## src/rtl/tpu_drain_pkg.sv

```systemverilog
// Shared types and constants for the output-buffer result drain engine.
// Default shapes match a 16-lane int32 systolic array with a 1024-row buffer.
package tpu_drain_pkg;

    localparam int W_DFLT             = 16;
    localparam int ACC_W_DFLT         = 32;
    localparam int ADDR_W_DFLT        = 10;
    localparam int DRAIN_READ_LATENCY = 1;
    localparam int CNT_W              = ADDR_W_DFLT + 1;

    typedef enum logic [1:0] {
        IDLE,
        RUN,
        FLUSH,
        DONE
    } drain_state_e;

    typedef logic [ACC_W_DFLT-1:0] row_t [W_DFLT];

endpackage

```

## src/rtl/drain_row_fifo.sv

```systemverilog
// First-word-fall-through FIFO of W-lane result rows; the head row is visible
// combinationally while the FIFO is non-empty.
module drain_row_fifo #(
    parameter int W      = 16,
    parameter int DATA_W = 32,
    parameter int DEPTH  = 4
) (
    input  logic                      clk,
    input  logic                      rst,
    input  logic                      push,
    input  logic [DATA_W-1:0]         push_data [W],
    input  logic                      pop,
    output logic [DATA_W-1:0]         pop_data [W],
    output logic [$clog2(DEPTH):0]    count,
    output logic                      empty,
    output logic                      full
);
    localparam int PTR_W = $clog2(DEPTH);

    logic [DATA_W-1:0] mem_q [DEPTH][W];
    logic [PTR_W:0]    wr_ptr_q, wr_ptr_d;
    logic [PTR_W:0]    rd_ptr_q, rd_ptr_d;
    logic              do_pop;

    // Pointers carry one extra wrap bit so full and empty stay distinguishable.
    always_comb begin
        count    = wr_ptr_q - rd_ptr_q;
        empty    = (count == '0);
        full     = count[PTR_W];
        do_pop   = pop & ~empty;
        wr_ptr_d = wr_ptr_q + (PTR_W+1)'(push);
        rd_ptr_d = rd_ptr_q + (PTR_W+1)'(do_pop);
    end

    always_ff @(posedge clk) begin
        if (rst) begin
            wr_ptr_q <= '0;
            rd_ptr_q <= '0;
        end else begin
            wr_ptr_q <= wr_ptr_d;
            rd_ptr_q <= rd_ptr_d;
        end
    end

    for (genvar gi = 0; gi < W; gi++) begin : g_lane
        always_ff @(posedge clk) begin
            if (push) begin
                mem_q[wr_ptr_q[PTR_W-1:0]][gi] <= push_data[gi];
            end
        end
        assign pop_data[gi] = mem_q[rd_ptr_q[PTR_W-1:0]][gi];
    end

endmodule

```

## src/rtl/tpu_result_drain.sv

```systemverilog
// Drains rows from the output buffer to a valid/ready stream using credit-gated reads.
// Optional DRAIN_STALL_CNT_EN adds a per-command backpressure cycle counter.
module tpu_result_drain
    import tpu_drain_pkg::*;
#(
    parameter int SYSTOLIC_ARRAY_WIDTH = W_DFLT,
    parameter int DATA_WIDTH_ACCUM     = ACC_W_DFLT,
    parameter int ADDR_WIDTH           = ADDR_W_DFLT,
    parameter int FIFO_DEPTH           = 4
) (
    input  logic                        clk,
    input  logic                        rst,
    input  logic                        cmd_valid,
    output logic                        cmd_ready,
    input  logic [ADDR_WIDTH-1:0]       cmd_base_addr,
    input  logic [ADDR_WIDTH:0]         cmd_num_rows,
    output logic [ADDR_WIDTH-1:0]       ob_rd_addr,
    output logic                        ob_rd_en,
    input  logic [DATA_WIDTH_ACCUM-1:0] ob_rd_data [SYSTOLIC_ARRAY_WIDTH],
    output logic                        m_valid,
    input  logic                        m_ready,
    output logic [DATA_WIDTH_ACCUM-1:0] m_data [SYSTOLIC_ARRAY_WIDTH],
    output logic                        m_last,
    output logic                        busy,
    output logic                        done
`ifdef DRAIN_STALL_CNT_EN
    ,
    output logic [31:0]                 stall_cnt
`endif
);
    localparam int BEAT_W = ADDR_WIDTH + 1;
    localparam int FCNT_W = $clog2(FIFO_DEPTH) + 1;
    localparam int OCC_W  = FCNT_W + 1;

    drain_state_e                  state_q, state_d;
    logic [ADDR_WIDTH-1:0]         addr_q, addr_d;
    logic [BEAT_W-1:0]             rd_left_q, rd_left_d;
    logic [BEAT_W-1:0]             beat_left_q, beat_left_d;
    logic [DRAIN_READ_LATENCY-1:0] inflight_q, inflight_d;

    logic [FCNT_W-1:0]             fifo_count;
    logic [OCC_W-1:0]              occupancy;
    logic                          fifo_empty, fifo_full, fifo_pop;
    logic                          credit_ok, cmd_fire, rd_fire;
    logic [DATA_WIDTH_ACCUM-1:0]   head [SYSTOLIC_ARRAY_WIDTH];

    assign cmd_ready  = (state_q == IDLE) & ~rst;
    assign cmd_fire   = cmd_valid & cmd_ready;
    assign busy       = (state_q != IDLE);
    assign done       = (state_q == DONE);
    assign m_valid    = ~fifo_empty;
    assign fifo_pop   = m_valid & m_ready;
    assign m_last     = m_valid & (beat_left_q == BEAT_W'(1));
    assign ob_rd_en   = rd_fire;
    assign ob_rd_addr = addr_q;

    // Rows already stored plus rows still on their way from the buffer must fit.
    always_comb begin
        occupancy = OCC_W'(fifo_count);
        for (int i = 0; i < DRAIN_READ_LATENCY; i++) begin
            occupancy = occupancy + OCC_W'(inflight_q[i]);
        end
    end

    assign credit_ok = fifo_pop | (~fifo_full & (occupancy < OCC_W'(FIFO_DEPTH)));
    assign rd_fire   = (state_q == RUN) & credit_ok;

    always_comb begin
        state_d       = state_q;
        addr_d        = addr_q;
        rd_left_d     = rd_left_q;
        beat_left_d   = beat_left_q;
        inflight_d    = inflight_q << 1;
        inflight_d[0] = rd_fire;
        case (state_q)
            IDLE: begin
                if (cmd_fire) begin
                    addr_d      = cmd_base_addr;
                    rd_left_d   = cmd_num_rows;
                    beat_left_d = cmd_num_rows;
                    state_d     = (cmd_num_rows == '0) ? DONE : RUN;
                end
            end
            RUN: begin
                if (rd_fire) begin
                    addr_d    = addr_q + ADDR_WIDTH'(1);
                    rd_left_d = rd_left_q - BEAT_W'(1);
                    if (rd_left_q == BEAT_W'(1)) begin
                        state_d = FLUSH;
                    end
                end
            end
            FLUSH: begin
                if (fifo_pop && m_last) begin
                    state_d = DONE;
                end
            end
            DONE:    state_d = IDLE;
            default: state_d = IDLE;
        endcase
        if (fifo_pop) begin
            beat_left_d = beat_left_q - BEAT_W'(1);
        end
    end

    always_ff @(posedge clk) begin
        if (rst) begin
            state_q     <= IDLE;
            addr_q      <= '0;
            rd_left_q   <= '0;
            beat_left_q <= '0;
            inflight_q  <= '0;
        end else begin
            state_q     <= state_d;
            addr_q      <= addr_d;
            rd_left_q   <= rd_left_d;
            beat_left_q <= beat_left_d;
            inflight_q  <= inflight_d;
        end
    end

    drain_row_fifo #(
        .W      (SYSTOLIC_ARRAY_WIDTH),
        .DATA_W (DATA_WIDTH_ACCUM),
        .DEPTH  (FIFO_DEPTH)
    ) u_fifo (
        .clk       (clk),
        .rst       (rst),
        .push      (inflight_q[DRAIN_READ_LATENCY-1]),
        .push_data (ob_rd_data),
        .pop       (fifo_pop),
        .pop_data  (head),
        .count     (fifo_count),
        .empty     (fifo_empty),
        .full      (fifo_full)
    );

    // Stale FIFO slots must not leak onto the bus while nothing is valid.
    for (genvar gi = 0; gi < SYSTOLIC_ARRAY_WIDTH; gi++) begin : g_out
        assign m_data[gi] = fifo_empty ? '0 : head[gi];
    end

`ifdef DRAIN_STALL_CNT_EN
    logic [31:0] stall_cnt_q, stall_cnt_d;

    always_comb begin
        stall_cnt_d = stall_cnt_q;
        if (cmd_fire) begin
            stall_cnt_d = '0;
        end else if (m_valid && !m_ready && (stall_cnt_q != '1)) begin
            stall_cnt_d = stall_cnt_q + 32'd1;
        end
    end

    always_ff @(posedge clk) begin
        if (rst) begin
            stall_cnt_q <= '0;
        end else begin
            stall_cnt_q <= stall_cnt_d;
        end
    end

    assign stall_cnt = stall_cnt_q;
`endif

endmodule

```

## config.mk

```make
export PLATFORM = sky130hd
export DESIGN_NAME = tpu_result_drain
export DESIGN_NICKNAME = d
export VERILOG_FILES = /design/src/rtl/tpu_drain_pkg.sv /design/src/rtl/drain_row_fifo.sv /design/src/rtl/tpu_result_drain.sv
export SDC_FILE = /design/constraint.sdc
export NUM_CORES = 2
export LEC_CHECK = 0
export BUFFER_PORTS_ARGS = -buffer_cell sky130_fd_sc_hd__buf_2
export CORE_AREA = 2 2 412 414
export CTS_BUF_LIST = sky130_fd_sc_hd__clkbuf_8
export DETAILED_ROUTE_END_ITERATION = 16
export DIE_AREA = 0 0 414 416
export GPL_TIMING_DRIVEN = 1
export PLACE_DENSITY = 0.67
export REMOVE_ABC_BUFFERS = 1
export SYNTH_ARGS = -nofsm -noshare
export SYNTH_HDL_FRONTEND = slang
export SYNTH_SLANG_ARGS = --single-unit
export TNS_END_PERCENT = 10
```

## constraint.sdc

```tcl
create_clock -name clk -period 39.9 [get_ports clk]
set_input_delay 3.99 -clock clk [delete_from_list [all_inputs] [get_ports clk]]
set_output_delay 3.99 -clock clk [all_outputs]
set_load 0.05 [all_outputs]
```

[Yosys cells after proc, flatten, opt, wreduce, memory -nomap -nowiden]
Memories as Yosys holds them, arrays and structs flattened. A register that Yosys moved wholly into a read port is not among the register bits.
Index checks and enable logic that the tools add are counted.
W data, S select, Z words.
Word-level totals
  register bits: 41
  bits in writable memories: 2048
  input bits: 537
  output and inout port bits: 528
  word-level logic and storage cells: 80
  memories: 1
Cells by class
  add/subtract/negate cells: 7
  magnitude comparators: 1
  equal/unequal tests: 9
  multiplexer cells: 33
  bitwise logic cells: 11
  reductions and logical operators: 11
Memories
  u_fifo.mem_q: words 4, bits a word 512, rd ports 1, clocked after Yosys merged registers in 1, wr ports 1, line drain_row_fifo.sv:20  | logic [DATA_W-1:0] mem_q [DEPTH][W];
Operators with widths (count)
  $mux W32: 16
  $mux W11: 4
  $eq A11 B1 Y1 const B: 2
  $pmux W11 S2: 1
  $sub A11 B1 Y11 const B: 2
  $mux W10: 2
  $pmux W10 S2: 1
  $mux W2: 6
  $logic_not A11 Y1: 1
  $add A10 B1 Y10 const B: 1
  $pmux W2 S4: 1
  $reduce_bool A2 Y1: 4
  $and A1 B1 Y1: 7
  $add A3 B1 Y3: 2
  $ne A2 B2 Y1 const B: 3
  $add A3 B1 Y4: 1
  $eq A2 B2 Y1 const B: 2
  $lt A4 B3 Y1 const B: 1
  $reduce_and A4 Y1: 1
  $logic_not A3 Y1: 1
  $not A1 Y1: 3
  $reduce_and A3 Y1: 1
  $sub A3 B3 Y3: 1
  $eq A2 B1 Y1 const B: 1
  other kinds (6): 7

[Logic depth before layout (Yosys ltp)]
  depth after elaboration: 8
  mapped depth: 10
  depth with buffers taken out: 10

[Modules after synthesis]
From an unflattened synthesis, not the netlist that was laid out.
Second synthesis, totals
  cells, all modules: 3566
  area, all modules: 80069.3 um2
By module, submodules not included
  drain_row_fifo: times used 1, cells each 2708, area an instance 74327.5 um2, seq. area each 61619.1 um2
  tpu_result_drain: times used 1, cells each 858, area an instance 5741.8 um2, seq. area each 700.7 um2

[Least setup slack after synthesis]
Ideal clock, no wire load.
  path kind: reg-to-reg
  from: reg inflight_q
  to: mem u_fifo.mem_q[1][0] (netlist bit) (enable)
  setup time: 0.946 ns
  arrival: 12.043 ns
  data required time: 38.954 ns
  setup slack: 26.910 ns
  stages on the path, launching flop included: 2
  buffers on the path: 0
  clock period less this slack: 12.990 ns
  cells stage by stage: dfxtp_1 and3_1
Between the ends
  word-level cells in the longest chain between the ends: 2
Ends and longest elaborated chain
  from (decl): line tpu_result_drain.sv:39  | logic [DRAIN_READ_LATENCY-1:0] inflight_q, inflight_d;
  from (signal assigned): line tpu_result_drain.sv:118  | inflight_q <= inflight_d;
  $mux W1: line drain_row_fifo.sv:47  | if (push) begin
  $mux W1 (not written as such): line drain_row_fifo.sv:48  | mem_q[wr_ptr_q[PTR_W-1:0]][gi] <= push_data[gi];
  to (decl): line drain_row_fifo.sv:20
Every way passes these cells.

==> results.json <==
{
  "status": "finished clean",
  "relSlewSlack_pct": 27.83,
  "worstMarginPinSlew_ns": 1.083,
  "ant_nets": 0,
  "ys_top_cells_by_area": "edfxtp_1 77%, mux4_2 15%, and2_1 4.0%, dfxtp_1 1.0%, clkbuf_1 0.60%",
  "numCtsBuffers": 350,
  "initial_core_util_pct": 47.24,
  "gp_congestion": 0.8316,
  "synth_area_um2": 79440,
  "r2r_end": "u_fifo.mem_q[1][210]",
  "syn_inst": 3561,
  "skew_ns": 0.08698,
  "post_cts_resized": 0,
  "wl_um": 187200,
  "grt_usage_pct": 21.32,
  "setup_viol": 0,
  "cts_root_buf": "clkbuf_8",
  "via_count": 40100,
  "layout_min_cycle_time_ns": 9.690,
  "worst_setup_path_end_kind": "primary output",
  "slew_viol_final": 0,
  "arrival_ns": 5.70,
  "dieArea_um2": 172200,
  "synth_seq_area_share_pct": 78.45,
  "clockBufferDepth": 4,
  "dieWidth_um": 414,
  "synth_edf_count": 2048,
  "clock_latency_ns": 1.05,
  "ys_ff_latch": 2089,
  "worst-r2r-cell-count": 5,
  "finalSetupTns_ns": 0,
  "yosys_warnings": 0,
  "max_clock_freq_mhz": 103.2,
  "nets": 5395,
  "fp-row-count": 151,
  "peakVddDrop_mv": 0.1190,
  "die-height_um": 416,
  "gr-total-overflow": 0,
  "reg2reg_from": "inflight_q",
  "hold_buffers": 0,
  "path_common_cell": "buf_4",
  "whs_ns": 0.4928,
  "grt_max_degree": 200,
  "p_int_uw": 4288,
  "synth_top_area_share_pct": 77.42,
  "ys_types": 62,
  "drc": 0,
  "avgSynthCellArea_um2": 22.31,
  "routedWlPerCell_um": 25.43,
  "viasPerCell": 5.449,
  "antenna_found_initial": 129,
  "critPathKind": "reg -> out",
  "muxShareOfSynthArea_pct": 14.53,
  "cap_violations": 0,
  "crit_slowest_cell": "buf_4",
  "area_growth_pct": 17.88,
  "seq_power_share_pct": 33.8,
  "sw_frac_of_total_pct": 43.48,
  "cp_cell_sequence": "fa_1 -> xnor3_2 -> nand3_4 -> buf_4 -> buf_4 -> buf_4 -> and2_1 -> buf_2",
  "rsz0062_at_grt": "no",
  "hold_start": "rd_left_q[7]",
  "synth_ff_type": "edfxtp_1",
  "cts_num_sinks": 2089,
  "power_switching_uw": 3298,
  "clockPowerShare_pct": 22.5,
  "cp_max_fo": 99,
  "fin_crit_sh_pct": 24.29,
  "whs_endpoint": "rd_left_q[7]",
  "dr.pass1.iters": 5,
  "async_flop_share_pct": 0,
  "num_io_pins": 1065,
  "grt_pass1_vias": 41030,
  "post-cts-setup-buffer-count": 0,
  "hpwl_um": 116800,
  "synth_fa_ha_area_share_pct": 0.2457,
  "rrSetupSlack_ns": 34.93,
  "min_path_cells": 2,
  "core_area_um2": 168100,
  "htree_num_levels": 5,
  "synthXorXnorAreaFrac_pct": 0.05198,
  "timing.final.hold_violations": 0,
  "io_buffers": 1064,
  "synth_top_family_by_area": "multiplexers",
  "synth.largest_area_cell": "edfxtp_1",
  "timing.critical_path.slowest_cell_delay_ns": 0.81,
  "cts_tree": "done",
  "drive_gt1_share_pct": 40.56,
  "path_clk_slew_ns": 0.06,
  "path_buf_inv": 4,
  "comb_power_share_pct": 43.7,
  "p_leak_uw": 0.03195,
  "synth-compound-area-share_pct": 0.8647,
  "hold_path.class": "reg -> reg",
  "cpLargestDelayFamily": "buffers and inverters",
  "cellPowerDensity_nw_per_um2": 81.00,
  "grt_first_pass_wirelength_um": 269900,
  "drt_iter0_markers": 3065,
  "yosys.area_share.simple_pct": 4.848,
  "start_kind": "register",
  "critPathRequiredTime_ns": 35.91
}
[power by group through the flow]
stage	registers [µW]	clock network (µW)	logic [µW]
floorplan	2780	0	2910
global placement	2600	0	3340
detailed placement	2610	0	3350
CTS	2560	1750	3360
global route	2570	1840	3470
finish	2560	1710	3320
[Yosys cell counts (5+ instances only)]
library cell  instances
edfxtp_1           2048
and3_1                5
clkbuf_1            127
a211oi_1              6
ha_1                 14
nand2_1              30
o211ai_1              5
nor2b_1               9
nor4_1               11
buf_2                36
nor3_1               15
buf_1                24
mux4_2              512
a21oi_1              36
and2_1              512
o21ai_0              18
dfxtp_1              41
nand3_1              13
inv_1                14
o32ai_1               5
nor2_1               20
[flip-flops by register name, indices dropped and copies added (netlist names)]
name             flops
beat_left_q         11
inflight_q           1
ob_rd_addr          10
rd_left_q           11
state_q              2
u_fifo.mem_q      2048
u_fifo.rd_ptr_q      3
u_fifo.wr_ptr_q      3
[layer usage]
| layer | track usage, % | wire length, µm | vias to the layer above | part of all wire, % |
|---|---|---|---|---|
| li1 | - | - | 17300 | - |
| met1 | 26.05 | 70300 | 20660 | 38 |
| met2 | 34.44 | 93550 | 1623 | 50 |
| met3 | 7.730 | 16470 | 441 | 8.8 |
| met4 | 9.027 | 6436 | 70 | 3.4 |
| met5 | 0 | 422 | - | 0.23 |
[worst max-delay path by stage]
stage                     depth (start not counted)           to          startpoint  slack, ns
after floorplan                                   5       m_last  u_fifo.rd_ptr_q[0]       5.83
after global placement                            3    cmd_ready                 rst      30.94
after detailed placement                          3    cmd_ready                 rst      30.96
after CTS                                         7  m_data[498]  u_fifo.rd_ptr_q[0]      29.84
after global routing                              7   m_data[35]  u_fifo.rd_ptr_q[0]      29.62
final                                             8  m_data[437]  u_fifo.rd_ptr_q[1]      30.21
[worst register-to-register path, stage by stage (launching register included)]
cell	delay [ns]
dfxtp_1	0.42
and3_4	0.73
buf_4	0.77
buf_4	0.79
buf_4	0.88
buf_4	0.86
[stage by stage]
stage | setup WS [ns] | total power [µW] | util [%] | area [µm²] | std cells
after floorplan | 5.826 | 5696 | - | 78690 | 3374
after global placement | 30.94 | 5941 | 51.94 | 87340 | 6709
after detailed placement | 30.96 | 5953 | 51.94 | 87340 | 6709
after CTS | 29.84 | 7667 | 55.61 | 93510 | 7304
after global routing | 29.62 | 7880 | 55.65 | 93580 | 7332
final | 30.21 | 7586 | 55.69 | 93640 | 7359
[cell type report]
type | count | area [µm²]
multi-input cells | 1270 | 16350
repair buffers | 1117 | 5836
diodes | 55 | 137.6
well taps | 2218 | 2775
flip-flops and latches | 2089 | 62330
fillers | 12810 | 74500
inverters | 15 | 56.30
clock inverters | 241 | 1292
clock buffers | 354 | 4872
[cell usage in the layout (no fill, tap or decap), types with 39 or more instances in the layout]
| cell type | synthesis | final |
|---|---|---|
| edfxtp_1 | 2048 | 2048 |
| buf_2 | 36 | 1064 |
| mux4_2 | 512 | 512 |
| and2_1 | 512 | 512 |
| clkbuf_8 | 0 | 354 |
| inv_1 | 14 | 118 |
| clkinv_1 | 1 | 77 |
| diode_2 | 0 | 55 |
| buf_4 | 0 | 44 |
| dfxtp_1 | 41 | 39 |
[kinds of logic (layout without fill, tap and decap cells)]
logic type / count (synthesis) / count (layout)
other: 0 / 55
AOI/OAI and AO/OA: 103 / 103
muxes: 513 / 513
adders and majority gates: 15 / 15
xor gates and xnor gates: 3 / 3
and+or+nand+nor: 636 / 636
DFF: 2089 / 2089
buffers and inverters: 202 / 1727
Power figures use the tool's default switching activity.
